## src/rtl/i2s_clk_pkg.sv

```systemverilog
// Shared defaults for the I2S transmit clock generator: divider exponents,
// counter widths and the push-button debounce time.
package i2s_clk_pkg;

    localparam int MCLK_LOG2_DEF       = 3;
    localparam int SCLK_LOG2_DEF       = 5;
    localparam int LRCLK_LOG2_DEF      = 11;
    localparam int CNT_W_DEF           = LRCLK_LOG2_DEF;
    localparam int DEBOUNCE_CYCLES_DEF = 1_000_000;

    // The debounce counter only has to reach DEBOUNCE_CYCLES-1.
    function automatic int dbc_width(input int cycles);
        return (cycles > 1) ? $clog2(cycles) : 1;
    endfunction

    localparam int DBC_W_DEF = dbc_width(DEBOUNCE_CYCLES_DEF);

endpackage

```

## src/rtl/i2s_clk_top_btn_debounce.sv

```systemverilog
// Push-button conditioner: 2-FF synchronizer followed by a debouncer.
// A new level is accepted only after the synchronized input has disagreed
// with the stable level for DEBOUNCE_CYCLES consecutive clocks.
module btn_debounce
    import i2s_clk_pkg::*;
#(
    parameter int DEBOUNCE_CYCLES = DEBOUNCE_CYCLES_DEF
) (
    input  logic clk,
    input  logic reset_n,
    input  logic btn_raw,
    output logic btn_stable
);

    localparam int                DBC_W    = dbc_width(DEBOUNCE_CYCLES);
    localparam logic [DBC_W-1:0]  DBC_LAST = DBC_W'(DEBOUNCE_CYCLES - 1);
    localparam logic [DBC_W-1:0]  DBC_ONE  = DBC_W'(1);

    logic             sync1_q, sync2_q;
    logic             stable_q, stable_d;
    logic [DBC_W-1:0] dbc_cnt_q, dbc_cnt_d;

    // Bring the raw button into the clk domain.
    always_ff @(posedge clk or posedge reset_n) begin
        if (reset_n) begin
            sync1_q <= 1'b0;
            sync2_q <= 1'b0;
        end else begin
            sync1_q <= btn_raw;
            sync2_q <= sync1_q;
        end
    end

    // Count consecutive disagreeing cycles; any agreement restarts the count.
    always_comb begin
        stable_d  = stable_q;
        dbc_cnt_d = '0;
        if (sync2_q != stable_q) begin
            if (dbc_cnt_q == DBC_LAST) begin
                stable_d = sync2_q;
            end else begin
                dbc_cnt_d = dbc_cnt_q + DBC_ONE;
            end
        end
    end

    // Debounce state registers.
    always_ff @(posedge clk or posedge reset_n) begin
        if (reset_n) begin
            stable_q  <= 1'b0;
            dbc_cnt_q <= '0;
        end else begin
            stable_q  <= stable_d;
            dbc_cnt_q <= dbc_cnt_d;
        end
    end

    assign btn_stable = stable_q;

endmodule

```

## src/rtl/i2s_clk_top.sv

```systemverilog
// I2S transmit clock generator. One free-running counter produces MCLK,
// SCLK and LRCLK as direct register taps, so all three are glitch-free and
// every LRCLK edge lands on an SCLK falling edge.
// Build option: define BTN_TOGGLE_EN to make each accepted press toggle the
// clocks on/off; by default the clocks run only while the button is held.
module i2s_clk_top
    import i2s_clk_pkg::*;
#(
    parameter int MCLK_LOG2       = MCLK_LOG2_DEF,
    parameter int SCLK_LOG2       = SCLK_LOG2_DEF,
    parameter int LRCLK_LOG2      = LRCLK_LOG2_DEF,
    parameter int DEBOUNCE_CYCLES = DEBOUNCE_CYCLES_DEF
) (
    input  logic clk,
    input  logic reset_n,
    input  logic btn,
    output logic tx_mclk,
    output logic tx_sclk,
    output logic tx_lrclk
);

    if (!(MCLK_LOG2 >= 1 && MCLK_LOG2 < SCLK_LOG2 && SCLK_LOG2 < LRCLK_LOG2)) begin : g_bad_div
        $error("i2s_clk_top: divider exponents must satisfy 1 <= MCLK_LOG2 < SCLK_LOG2 < LRCLK_LOG2");
    end
    if (DEBOUNCE_CYCLES < 2) begin : g_bad_dbc
        $error("i2s_clk_top: DEBOUNCE_CYCLES must be at least 2");
    end

    localparam int               CNT_W   = LRCLK_LOG2;
    localparam logic [CNT_W-1:0] CNT_ONE = CNT_W'(1);

    logic             btn_stable;
    logic             en;
    logic [CNT_W-1:0] cnt_q, cnt_d;

    btn_debounce #(
        .DEBOUNCE_CYCLES(DEBOUNCE_CYCLES)
    ) u_dbc (
        .clk        (clk),
        .reset_n    (reset_n),
        .btn_raw    (btn),
        .btn_stable (btn_stable)
    );

`ifdef BTN_TOGGLE_EN
    logic en_q, en_d;
    logic stable_prev_q;

    // Flip the enable on each accepted press; releases are ignored.
    always_comb begin
        en_d = en_q ^ (btn_stable & ~stable_prev_q);
    end

    // Enable and press-edge history registers.
    always_ff @(posedge clk or posedge reset_n) begin
        if (reset_n) begin
            en_q          <= 1'b0;
            stable_prev_q <= 1'b0;
        end else begin
            en_q          <= en_d;
            stable_prev_q <= btn_stable;
        end
    end

    assign en = en_q;
`else
    assign en = btn_stable;
`endif

    // Count while enabled, otherwise park at zero so restarts are phase-clean.
    always_comb begin
        cnt_d = en ? (cnt_q + CNT_ONE) : '0;
    end

    // Divider counter register.
    always_ff @(posedge clk or posedge reset_n) begin
        if (reset_n) begin
            cnt_q <= '0;
        end else begin
            cnt_q <= cnt_d;
        end
    end

    assign tx_mclk  = cnt_q[MCLK_LOG2-1];
    assign tx_sclk  = cnt_q[SCLK_LOG2-1];
    assign tx_lrclk = cnt_q[LRCLK_LOG2-1];

endmodule

```

## config.mk

```make
export PLATFORM = sky130hd
export DESIGN_NAME = i2s_clk_top
export DESIGN_NICKNAME = d
export VERILOG_FILES = /design/src/rtl/i2s_clk_pkg.sv /design/src/rtl/i2s_clk_top_btn_debounce.sv /design/src/rtl/i2s_clk_top.sv
export SDC_FILE = /design/constraint.sdc
export NUM_CORES = 1
export LEC_CHECK = 0
export CELL_PAD_IN_SITES_DETAIL_PLACEMENT = 1
export CELL_PAD_IN_SITES_GLOBAL_PLACEMENT = 1
export CORE_UTILIZATION = 51
export CTS_CLUSTER_DIAMETER = 120
export DETAILED_ROUTE_END_ITERATION = 10
export PLACE_DENSITY_LB_ADDON = 0.05
export SLEW_MARGIN = 20
export SYNTH_ARGS = -nofsm -noshare
export SYNTH_HDL_FRONTEND = slang
export SYNTH_SLANG_ARGS = --single-unit
```

## constraint.sdc

```tcl
create_clock -name clk -period 3.2 [get_ports clk]
set_input_delay 0.32 -clock clk [delete_from_list [all_inputs] [get_ports clk]]
set_output_delay 0.32 -clock clk [all_outputs]
set_load 0.02 [all_outputs]
```

* Word-level counts from Yosys, hierarchy flattened
Index checks and enable logic that the tools add are counted.
** Word-level totals
- Flip-flop bits (word level) :: 34
- Bits in latches :: 0
- Bits in writable memories :: 0
- Bits in read-only memories :: 0
- Input bits :: 3
- Output and inout bits :: 3
- Word-level logic and storage cells :: 13
- Memories kept :: 0
** Cells by class
- Add/subtract/negate cells :: 2
- Multipliers :: 0
- Div/mod/pow operators :: 0
- Order comparisons :: 0
- Eq/ne operators :: 2
- Shifts and indexed selects :: 0
- Muxes and demuxes :: 3
- Bitwise gates (word level) :: 0
- Reductions and logical operators :: 1
** Operators by type and width (count)
- 2-to-1 mux 20 bit :: 2
- adder 20 x 1 -> 20 bit, second input constant :: 1
- == test 20 bit, second input constant :: 1
- adder 11 x 1 -> 11 bit, second input constant :: 1
- 2-to-1 mux 11 bit :: 1
- AND reduction 2 bit :: 1
- inequality test 1 bit :: 1

* Logic depth before layout (Yosys ltp)
Gate-level depths: netlist (run 1).
- Depth in word-level cells :: 3
- Depth in mapped cells :: 6
- Mapped depth without buffers :: 5

* Cells and area by module
Synthesis (run 1) repeated with hierarchy kept, for this count alone.
** Unflattened totals
- Cells, all modules :: 158
- Area, all modules :: 1636.6 um^2
** Modules (own cells, without submodules)
- btn_debounce :: times used 1, cells each 107, area each 1118.6 um^2
- i2s_clk_top :: times used 1, cells each 51, area each 518.0 um^2

* Worst setup path before layout (run 1)
OpenSTA, ideal clock, no wires.
- Path kind :: flip-flop to flip-flop
- Start point :: register u_dbc.dbc_cnt_q[0]
- End point :: register u_dbc.dbc_cnt_q[18]
- Library setup time :: 0.126 ns
- Arrival :: 1.662 ns
- Slack :: 1.412 ns
- Cell stages (with the launch flop) :: 6
- Period minus slack after synthesis :: 1.788 ns
- Cell sequence :: dfrtp_1 ha_1 nand4_1 or4_2 o21ai_0 a21oi_1
** Between the ends
- Cells in the longest elaborated chain, start to end :: 3
- Elaborated cells between the ends (all ways) :: 4
** Ends and longest elaborated chain
- start: declaration :: RTL line i2s_clk_top_btn_debounce.sv:21 : logic [DBC_W-1:0] dbc_cnt_q, dbc_cnt_d;
- start signal: assignment :: RTL line i2s_clk_top_btn_debounce.sv:54 : dbc_cnt_q <= dbc_cnt_d;
- adder 20 x 1 -> 20 bit or == test 20 bit (tied branches) :: RTL line i2s_clk_top_btn_debounce.sv:42, i2s_clk_top_btn_debounce.sv:39
- 2-to-1 mux 20 bit (*) :: RTL line i2s_clk_top_btn_debounce.sv:39 : if (dbc_cnt_q == DBC_LAST) begin
- 2-to-1 mux 20 bit (*) :: RTL line i2s_clk_top_btn_debounce.sv:38 : if (sync2_q != stable_q) begin
- via u_dbc.dbc_cnt_d[18] :: RTL line i2s_clk_top_btn_debounce.sv:21
Mark *: on every way through the listed nets, which the timed path passes. The rest lies on a longest branch.
A chain may end at the register's enable or synchronous reset.

* Worst setup path in the final report (run 1)
Same ends and word-level chain as after synthesis.

==> impl_metrics.tcl, run 1 <==
set metrics [dict create \
    seqCellArea_um2 850.8 \
    io_buffers 5 \
    crit_buf_inv 0 \
    grt_usage_pct 22.55 \
    drive_gt1_share_pct 10.86 \
    path_cells "ha_1, nand4_1, or4_2, o21ai_0, a21oi_1" \
    final-setup-viol-count 0 \
    slew_headroom_pct 69.65 \
    gp_congestion 0.8014 \
    cts_resized 0 \
    nFillCells 354 \
    hold_viol 0 \
    clock_power_share_pct 38.8 \
    grt_setup_unrepaired "false" \
    cts_setup_buffers 0 \
    antenna_cells 0 \
    vias 1188 \
    irDropWorstVdd_uv 301.2 \
    route.detailed.drc 0 \
    cts_buffer_depth 2 \
    crit_arrival_ns 2.21 \
    multiInputGateArea_um2 769.5 \
    clock_sinks 34 \
    hold_buffers 0 \
    synthCells 165 \
    pre_cts_slack_ns 1.256 \
    nNetsFinal 179 \
    pin_count 6 \
    syn_avg_cell_area_um2 10.08 \
    hold_ws_ns 0.2873 \
    layout_setup_ws_ns 1.212 \
    clk_latency_ns 0.34 \
    synth_top_area_cell "dfrtp_1" \
    grt_max_degree 24 \
    ys.flop_type "dfrtp_1" \
    slew_violations 0 \
    path_clk_slew_ns 0.10 \
    grt_pass1_wl_mm 5.692 \
    die_width_um 59.10 \
    synthArstFlopShare_pct 100.0 \
    setup_tns_ns 0 \
    synth_seq_area_share_pct 51.17 \
    wirelength_mm 3.236 \
    drtPass1Iterations 4 \
    routedWlPerCell_um 14.78 \
    dp_hpwl_mm 2.311 \
    cp_slowest_stage_delay_ns 0.73 \
    ys_warn_count 0 \
    synth_area_leaders "dfrtp_1 (51%), xnor2_1 (6.3%), xor2_1 (4.2%), and2_1 (3.4%), nor2_1 (3.4%)" \
    slowest_stage "or4_2" \
    critical_path_class "flop to flop" \
    cts_root_buf "clkbuf_4" \
    cp-end-kind "flop" \
    grt_pass1_vias 1278 \
    h-tree-depth 2 \
    grt_overflow 0 \
    synth-seq-cells 34 \
    netlist-cell-type-count 33 \
    p_int_mw 0.5914 \
    p_switching_mw 0.1659 \
    rr_worst_depth 5 \
    crit_fanout 5 \
    cp.depth 5 \
    synth_top_cell_area_share_pct 51.17 \
    synth_enable_flop_cells 0 \
    leakage_nw 0.7566 \
    synthToLayoutAreaGrowth_pct 10.99 \
    place_inst 211 \
    mappedNetlistArea_mm2 0.001663 \
    finalCriticalPeriod_ns 1.988 \
    synth_nets 170 \
    die_area_mm2 0.003493 \
    drtIter0Drc 47 \
    dieHeight_um 59.10 \
    stdcell_count 219 \
    period_share_pct 62.12 \
    power_density_mw_per_mm2 410.3 \
    p_comb_share_pct 3.3 \
    antenna_found_initial 0 \
    cp_top_family "simple AND/OR/NAND/NOR gates" \
    worstPathRequired_ns 3.43 \
    skew_ns 0.006530 \
    cts_tree "done" \
    core_area_mm2 0.003078 \
    worst_setup_path_start_kind "flop" \
    num_rows 20 \
    final_core_util_pct 59.96 \
    start_util_pct 54.02 \
    cts_made_buffers 5 \
    max_freq_mhz 503.1 \
    status "finished clean" \
    drv_cap 0 \
    hp-class "input pin to async pin" \
    tightest_slew_ns 0.4548 \
    viasPerCell 5.425 \
    swShare_pct 21.90 \
    ant_nets 0 \
    seq_power_share_pct 57.9 \
]
-- registers in the layout, summed over array words and instances (netlist names) --
| register | count |
|---|---|
| u_dbc.dbc_cnt_q | 20 |
| u_dbc.btn_stable | 1 |
| u_dbc.sync2_q | 1 |
| cnt_q | 11 |
| u_dbc.sync1_q | 1 |
-- Yosys cell counts, drive strengths merged, types with 2 or more instances --
library cell  number
dfrtp             34
nor2              15
nand2             12
xnor2             12
nand3             11
and2               9
nor3               8
xor2               8
inv                7
o21ai              7
a21oi              6
nor4               6
or3                6
clkbuf             3
nand4              3
a21boi             2
buf                2
ha                 2
or4                2
-- worst reg2reg max path, stage by stage, from the launching register on --
cell and delay [ns]:
dfrtp_1 0.42, ha_1 0.24, nand4_1 0.22, or4_2 0.73, o21ai_0 0.18, a21oi_1 0.10
-- layout make-up --
cell class / instances / share of cell area (%)
flip-flops and latches: 34 / 46.10
multi-input cells: 119 / 41.69
clock buffers: 8 / 4.271
repair buffers: 7 / 3.525
well taps: 44 / 2.983
inverters: 7 / 1.424
-- worst paths after layout --
kind	startpoint	end	slack, ns
worst min register to register	u_dbc.sync1_q	u_dbc.sync2_q	0.37
worst max register to register	u_dbc.dbc_cnt_q[0]	u_dbc.dbc_cnt_q[18]	1.21
worst min-delay path	reset_n	cnt_q[4]	0.29
min in group clk	u_dbc.sync1_q	u_dbc.sync2_q	0.37
worst max-delay path	u_dbc.dbc_cnt_q[0]	u_dbc.dbc_cnt_q[18]	1.21
max in group asynchronous	reset_n	u_dbc.dbc_cnt_q[13]	2.25
-- stage by stage --
step           power [mW]  instance area (um2)
2_1_floorplan      0.4619                 1663
3_3_place_gp       0.4703                 1767
3_5_place_dp       0.4715                 1767
4_1_cts            0.7675                 1846
5_1_grt            0.7872                 1846
6_report           0.7572                 1846
-- power by group through the flow --
stage / registers [mW] / clock network (mW) / logic, mW
after floorplan: 0.445 / 0 / 0.0164
after global routing: 0.439 / 0.319 / 0.0294
after global placement: 0.446 / 0 / 0.0244
after detailed placement: 0.446 / 0 / 0.0253
final: 0.438 / 0.294 / 0.0250
after CTS: 0.438 / 0.303 / 0.0258
-- layer usage --
layer	GRT usage (%)	vias to the layer above	wire length, um
li1	-	592	-
met1	29.46	577	1592
met2	34.74	11	1497
met3	7.642	8	85
met4	8.503	0	60
met5	0	-	0
-- cell usage in the layout (no fill, tap or decap), types with 6 or more instances in the layout --
cell type	Yosys	layout
nor2_1	15	15
xnor2_1	12	12
inv_1	7	7
nor4_1	6	6
xor2_1	8	8
dfrtp_1	34	34
and2_1	9	9
nor3_1	8	8
o21ai_0	7	7
nand3_1	10	10
nand2_1	12	12
or3_1	6	6
-- cells by family after synthesis --
kind of cell	after synthesis	share of synthesized area, %
AOI/OAI and AO/OA	16	5.944
xor gates and xnor gates	20	10.53
adders and majority gates	2	1.505
buffers and inverters	12	2.860
DFF	34	51.17
muxes	1	0.6772
and+or+nand+nor	80	27.32
Note: power is estimated with default switching activity, not from simulation.
==> inputs of run 2 (changes only) <==
--- a/config.mk
+++ b/config.mk
@@ -7,7 +7,7 @@
 export LEC_CHECK = 0
 export CELL_PAD_IN_SITES_DETAIL_PLACEMENT = 1
 export CELL_PAD_IN_SITES_GLOBAL_PLACEMENT = 1
-export CORE_UTILIZATION = 51
+export CORE_UTILIZATION = 42
 export CTS_CLUSTER_DIAMETER = 120
 export DETAILED_ROUTE_END_ITERATION = 10
 export PLACE_DENSITY_LB_ADDON = 0.05
==> constraint.sdc (replaced) <==
create_clock -name clk -period 1.6 [get_ports clk]
set_input_delay 0.16 -clock clk [delete_from_list [all_inputs] [get_ports clk]]
set_output_delay 0.16 -clock clk [all_outputs]
set_load 0.02 [all_outputs]
==> run 2 against run 1 <==
Final cell count rose by 12%; highest routed layer unchanged; register-to-register slack got worse by 1.3 ns; routed wire length rose by 15%; clock power rose by 120%; utilization fell by 3.5 points; hold slack got worse by 0.0072 ns; flip-flop and latch count did not move; power rose by 110%; the flow now finishes with violations (negative setup slack).
==> impl_metrics.tcl, run 2 (synthesis gave the netlist of run 1 again) <==
set metrics [dict create \
    synthToLayoutAreaGrowth_pct 26.26 \
    path_clk_slew_ns 0.07 \
    crit_buf_inv 0 \
    cp-end-kind "flop" \
    finalCriticalPeriod_ns 1.678 \
    path_cells "nand4_4, or4_4, or3_1, a21oi_2" \
    drtPass1Iterations 4 \
    die_width_um 64.92 \
    cts_root_buf "clkbuf_8" \
    ant_nets 0 \
    gp_congestion 0.7863 \
    final-setup-viol-count 12 \
    wirelength_mm 3.706 \
    vias 1288 \
    clock_sinks 34 \
    leakage_nw 0.8847 \
    io_buffers 5 \
    core_area_mm2 0.003716 \
    cts_made_buffers 5 \
    grt_overflow 0 \
    grt_pass1_vias 1431 \
    cts_tree "done" \
    power_density_mw_per_mm2 761.1 \
    clk_latency_ns 0.28 \
    largest_reg_flops 20 \
    power_mw 1.598 \
    die_area_mm2 0.004215 \
    drv_cap 0 \
    final_cell_mix "dfrtp_1 (34), buf_4 (23), nor2_1 (15), nand2_1 (12), xnor2_1 (12)" \
    grt_usage_pct 21.57 \
    reg_top3 "u_dbc.dbc_cnt_q: 20 flops, cnt_q: 11 flops" \
    grt_pass1_wl_mm 6.796 \
    routedWlPerCell_um 15.07 \
    mostFrequentLayoutCell "dfrtp_1" \
    hp-class "input pin to async pin" \
    max_freq_mhz 596.0 \
    final_core_util_pct 56.50 \
    critical_path_class "flop to flop" \
    viasPerCell 5.236 \
    layout_setup_ws_ns -0.07783 \
    cp_top_family "simple AND/OR/NAND/NOR gates" \
    num_rows 22 \
    cp_slowest_stage_delay_ns 0.58 \
    cts_buffer_depth 2 \
    grt_setup_unrepaired "true" \
    antenna_found_initial 0 \
    violations "negative setup slack" \
    hold_buffers 0 \
    antenna_cells 0 \
    status "complete, but fails checks" \
    worst_setup_path_start_kind "flop" \
    nNetsFinal 202 \
    irDropWorstVdd_uv 546.8 \
    regMostFlops "u_dbc.dbc_cnt_q" \
    drtIter0Drc 74 \
    setup_tns_ns -0.3221 \
    slew_violations 0 \
    pin_count 6 \
    cts_setup_buffers 0 \
    crit_fanout 8 \
    route.detailed.drc 0 \
    drive_gt1_share_pct 24.24 \
    dieHeight_um 64.92 \
    slew_headroom_pct 70.94 \
    period_share_pct 104.9 \
    tightest_slew_ns 0.4359 \
    grt_max_degree 35 \
    hold_viol 0 \
    skew_ns 0.006154 \
    dp_hpwl_mm 2.691 \
    crit_arrival_ns 1.89 \
    start_util_pct 44.75 \
    h-tree-depth 2 \
    worstPathRequired_ns 1.81 \
    slowest_stage "or4_4" \
]
[run 2: per-stage QoR]
stage	hold slack, ns	cell area, um2	setup slack, ns	std cells
4_1_cts	0.2971	2078	-0.08174	246
5_1_grt	0.3207	2100	-0.1451	246
6_report	0.2801	2100	-0.07783	246
3_5_place_dp	0.3426	1954	-0.1512	238
3_3_place_gp	0.3400	1954	-0.04190	238
2_1_floorplan	0.1914	1684	-0.1174	165
[run 2: power by group]
part | switching [mW] | total (mW) | internal [mW]
sequential | 0.00776 | 0.876 | 0.868
combinational | 0.0419 | 0.0732 | 0.0313
clock | 0.302 | 0.649 | 0.347
total | 0.352 | 1.60 | 1.25
[run 2: final timing paths]
kind                                     from             endpoint  slack (ns)  cells after the start
min in group clk                          btn        u_dbc.sync1_q        0.32                      1
hold reg to reg                 u_dbc.sync1_q        u_dbc.sync2_q        0.36                      0
max in group asynchronous             reset_n        u_dbc.sync2_q        1.01                      3
setup reg to reg           u_dbc.dbc_cnt_q[7]  u_dbc.dbc_cnt_q[19]       -0.08                      4
setup / recovery           u_dbc.dbc_cnt_q[7]  u_dbc.dbc_cnt_q[19]       -0.08                      4
hold / removal                        reset_n             cnt_q[9]        0.28                      3
[run 2: area by class of cell]
cell class / instances / area [um2]
clock buffer: 7 / 86.33
clock inverter: 1 / 5.005
fill: 443 / 1617
inverter: 7 / 26.28
multi-input combinational: 119 / 825.8
sequential: 34 / 850.8
tap: 48 / 60.06
timing repair buffer: 30 / 245.2
[run 2: timing repair]
| item | in CTS | in global routing |
|---|---|---|
| pin swaps | 0 | 1 |
| endpoints found under the setup margin | 21 | 21 |
| resized for setup | 5 | 4 |
| gates cloned | 0 | 0 |
[run 2: layer usage]
| metal | up-vias | GRT usage (%) | part of all wire [%] |
|---|---|---|---|
| met2 | 9 | 36.20 | 49 |
| met5 | - | 0 | 0 |
| li1 | 630 | - | - |
| met1 | 643 | 27.15 | 48 |
| met3 | 6 | 5.282 | 2.3 |
| met4 | 0 | 6.667 | 1.4 |
[run 2: tightest hold or removal path, delay by kind of cell]
kind                   cells  cell delay [ns]
buffers and inverters      3             0.83
==> inputs of run 3 (changes only) <==
--- a/config.mk
+++ b/config.mk
@@ -14,4 +14,5 @@
 export SLEW_MARGIN = 20
 export SYNTH_ARGS = -nofsm -noshare
 export SYNTH_HDL_FRONTEND = slang
+export SYNTH_HIERARCHICAL = 1
 export SYNTH_SLANG_ARGS = --single-unit
==> run 3 against run 2 <==
Final cell count is 2.4% higher; hold slack got worse by 0.062 ns; highest routed layer unchanged; flip-flop and latch count did not move; largest cell class unchanged; global-route usage rose by 0.97 points; the run still ends with negative setup slack left; fmax decreased by 2.8%; die area fell by 1.5%.
==> impl_metrics.tcl, run 3 <==
set metrics [dict create \
    cts_buffer_depth 2 \
    yosys.area_share.simple_pct 25.76 \
    stdcell_count 252 \
    synth-xor-area-share_pct 8.563 \
    synthCells 158 \
    skew_ns 0.007063 \
    synth.area.mux_share_pct 0.6881 \
    mappedNetlistArea_mm2 0.001637 \
    grt_usage_pct 22.54 \
    regMostFlops "u_dbc/dbc_cnt_q" \
    path_cells "nor4b_2, nand2_1, or4_4, mux2_2" \
    viasPerCell 5.508 \
    grt_setup_unrepaired "true" \
    tightest_slew_ns 0.4683 \
    yosys.area_share.adder_pct 1.529 \
    regToRegSetupSlack_ns -0.13 \
    antenna_found_initial 0 \
    final_cell_mix "dfrtp_1 (34), buf_4 (34), nor2_1 (18), nand3_1 (12)" \
    ys_warn_count 6 \
    synthArstFlopShare_pct 100.0 \
    routedWlPerCell_um 15.94 \
    crit_arrival_ns 1.90 \
    synth_top_cell_area_share_pct 51.99 \
    core_area_mm2 0.003689 \
    synth_top_area_cell "dfrtp_1" \
    h-tree-depth 2 \
    grt_pass1_wl_mm 6.893 \
    worst_setup_path_start_kind "flop" \
    layout_setup_ws_ns -0.1267 \
    critical_path_class "flop to flop" \
    dieHeight_um 64.42 \
    synth-seq-cells 34 \
    crit_fanout 2 \
    irDropWorstVdd_uv 631.2 \
    violations "negative setup slack" \
    syn_avg_cell_area_um2 10.36 \
    drv_cap 0 \
    drtIter0Drc 51 \
    worstPathRequired_ns 1.77 \
    seq_power_share_pct 54.8 \
    power_density_mw_per_mm2 737.4 \
    clock_sinks 34 \
    nFillCells 425 \
    status "complete, but fails checks" \
    netlist-cell-type-count 27 \
    final-setup-viol-count 21 \
    leakage_nw 0.9559 \
    place_inst 240 \
    grt_overflow 0 \
    wirelength_mm 4.017 \
    finalCriticalPeriod_ns 1.727 \
    dp_hpwl_mm 2.910 \
    setup_tns_ns -0.9412 \
    synth_seq_area_share_pct 51.99 \
    p_int_mw 1.245 \
    hp-class "input pin to async pin" \
    synth_top_family_by_area "simple AND/OR/NAND/NOR gates" \
    hold_viol 0 \
    gp_congestion 0.8362 \
    antenna_cells 0 \
    hold_buffers 0 \
    synth.most_common_cell "dfrtp_1" \
    grt_max_degree 24 \
    cts_tree "done" \
    nNetsFinal 208 \
    slew_headroom_pct 68.74 \
    max_freq_mhz 579.1 \
    die_area_mm2 0.004150 \
    reg_top3 "u_dbc/dbc_cnt_q: 20 flops, cnt_q: 11 flops" \
    grt_pass1_vias 1460 \
    cts_root_buf "clkbuf_8" \
    period_share_pct 107.9 \
    route.detailed.drc 0 \
    start_util_pct 44.37 \
    p_comb_share_pct 4.4 \
    synth_compound_area_share_pct 9.633 \
    cts_made_buffers 5 \
    die_width_um 64.42 \
    slowest_stage "or4_4" \
    synth_area_leaders "dfrtp_1 (52%), xor2_1 (5.4%), nor2_1 (4.1%), nand3_1 (4.0%), a21oi_1 (3.7%)" \
    drtPass1Iterations 4 \
    io_buffers 5 \
    synth_enable_flop_cells 0 \
    largest_reg_flops 20 \
    drive_gt1_share_pct 31.86 \
    pin_count 6 \
    ant_nets 0 \
    path_clk_slew_ns 0.07 \
    synthToLayoutAreaGrowth_pct 32.65 \
    vias 1388 \
    clk_latency_ns 0.29 \
    cp_top_family "simple AND/OR/NAND/NOR gates" \
    ys.flop_type "dfrtp_1" \
    crit_buf_inv 0 \
    swShare_pct 22.23 \
    yosys-top-cells-count "dfrtp_1 (34), nor2_1 (18), nand3_1 (13), a21oi_1 (12), nand2_1 (11)" \
    synth_nets 163 \
    p_switching_mw 0.3559 \
    slew_violations 0 \
    cp-end-kind "flop" \
    cp_slowest_stage_delay_ns 0.50 \
    clock_power_share_pct 40.8 \
    num_rows 22 \
]
[run 3: through the flow]
| stage | area, um2 | setup slack, ns | util, % | total power, mW | hold slack (ns) |
|---|---|---|---|---|---|
| global placement | 1998 | -0.09828 | 54.17 | 0.9541 | 0.3373 |
| detailed placement | 1998 | -0.1354 | 54.17 | 0.9559 | 0.3395 |
| finish | 2171 | -0.1267 | 58.85 | 1.601 | 0.2182 |
| floorplan | 1672 | -0.07096 | - | 0.9274 | 0.01244 |
| global route | 2171 | -0.1639 | 58.85 | 1.676 | 0.2319 |
| CTS | 2113 | -0.1523 | 57.29 | 1.630 | 0.2251 |
[run 3: power by group through the flow]
stage               Combinational, mW  Sequential [mW]  Clock (mW)
detailed placement             0.0622            0.894           0
global route                   0.0772            0.877       0.721
floorplan                      0.0351            0.892           0
CTS                            0.0685            0.877       0.684
global placement               0.0612            0.893           0
finish                         0.0697            0.877       0.654
[run 3: logic make-up after synthesis]
| kind of cell | Yosys count |
|---|---|
| buf+inv | 7 |
| xor+xnor | 16 |
| fa+ha+maj | 2 |
| compound gates | 25 |
| simple gates | 73 |
| mux | 1 |
| flops | 34 |
[run 3: cell type report]
cell class              instances  area (um2)  share of cell area, %
clock buffers                   7       86.33                  3.977
well taps                      48       60.06                  2.767
multi-input cells             117       827.0                  38.10
flip-flops and latches         34       850.8                  39.19
inverters                       4       15.01                 0.6916
repair buffers                 41       326.6                  15.04
clock inverters                 1       5.005                 0.2305
[run 3: what timing repair did]
item                       in CTS  in global routing
pin swaps                       4                  4
setup endpoints to repair      22                 22
gates resized for setup         5                 11
buffers inserted                1                  3
[run 3: worst paths after layout]
path | start | endpoint | cells after the start
setup / recovery | u_dbc/dbc_cnt_q[12] | u_dbc/btn_stable | 4
hold / removal | reset_n | cnt_q[10] | 2
setup reg to reg | u_dbc/dbc_cnt_q[12] | u_dbc/btn_stable | 4
hold reg to reg | u_dbc/sync1_q | u_dbc/sync2_q | 0
max in group asynchronous | reset_n | cnt_q[0] | 2
min in group clk | btn | u_dbc/sync1_q | 1
[run 3: routing by layer]
layer	share of wire, %	vias up	global-route usage, %
met5	0	-	0
met2	50	17	36.32
met4	1.6	0	8.333
met1	46	704	29.14
met3	2.4	5	5.810
li1	-	662	-
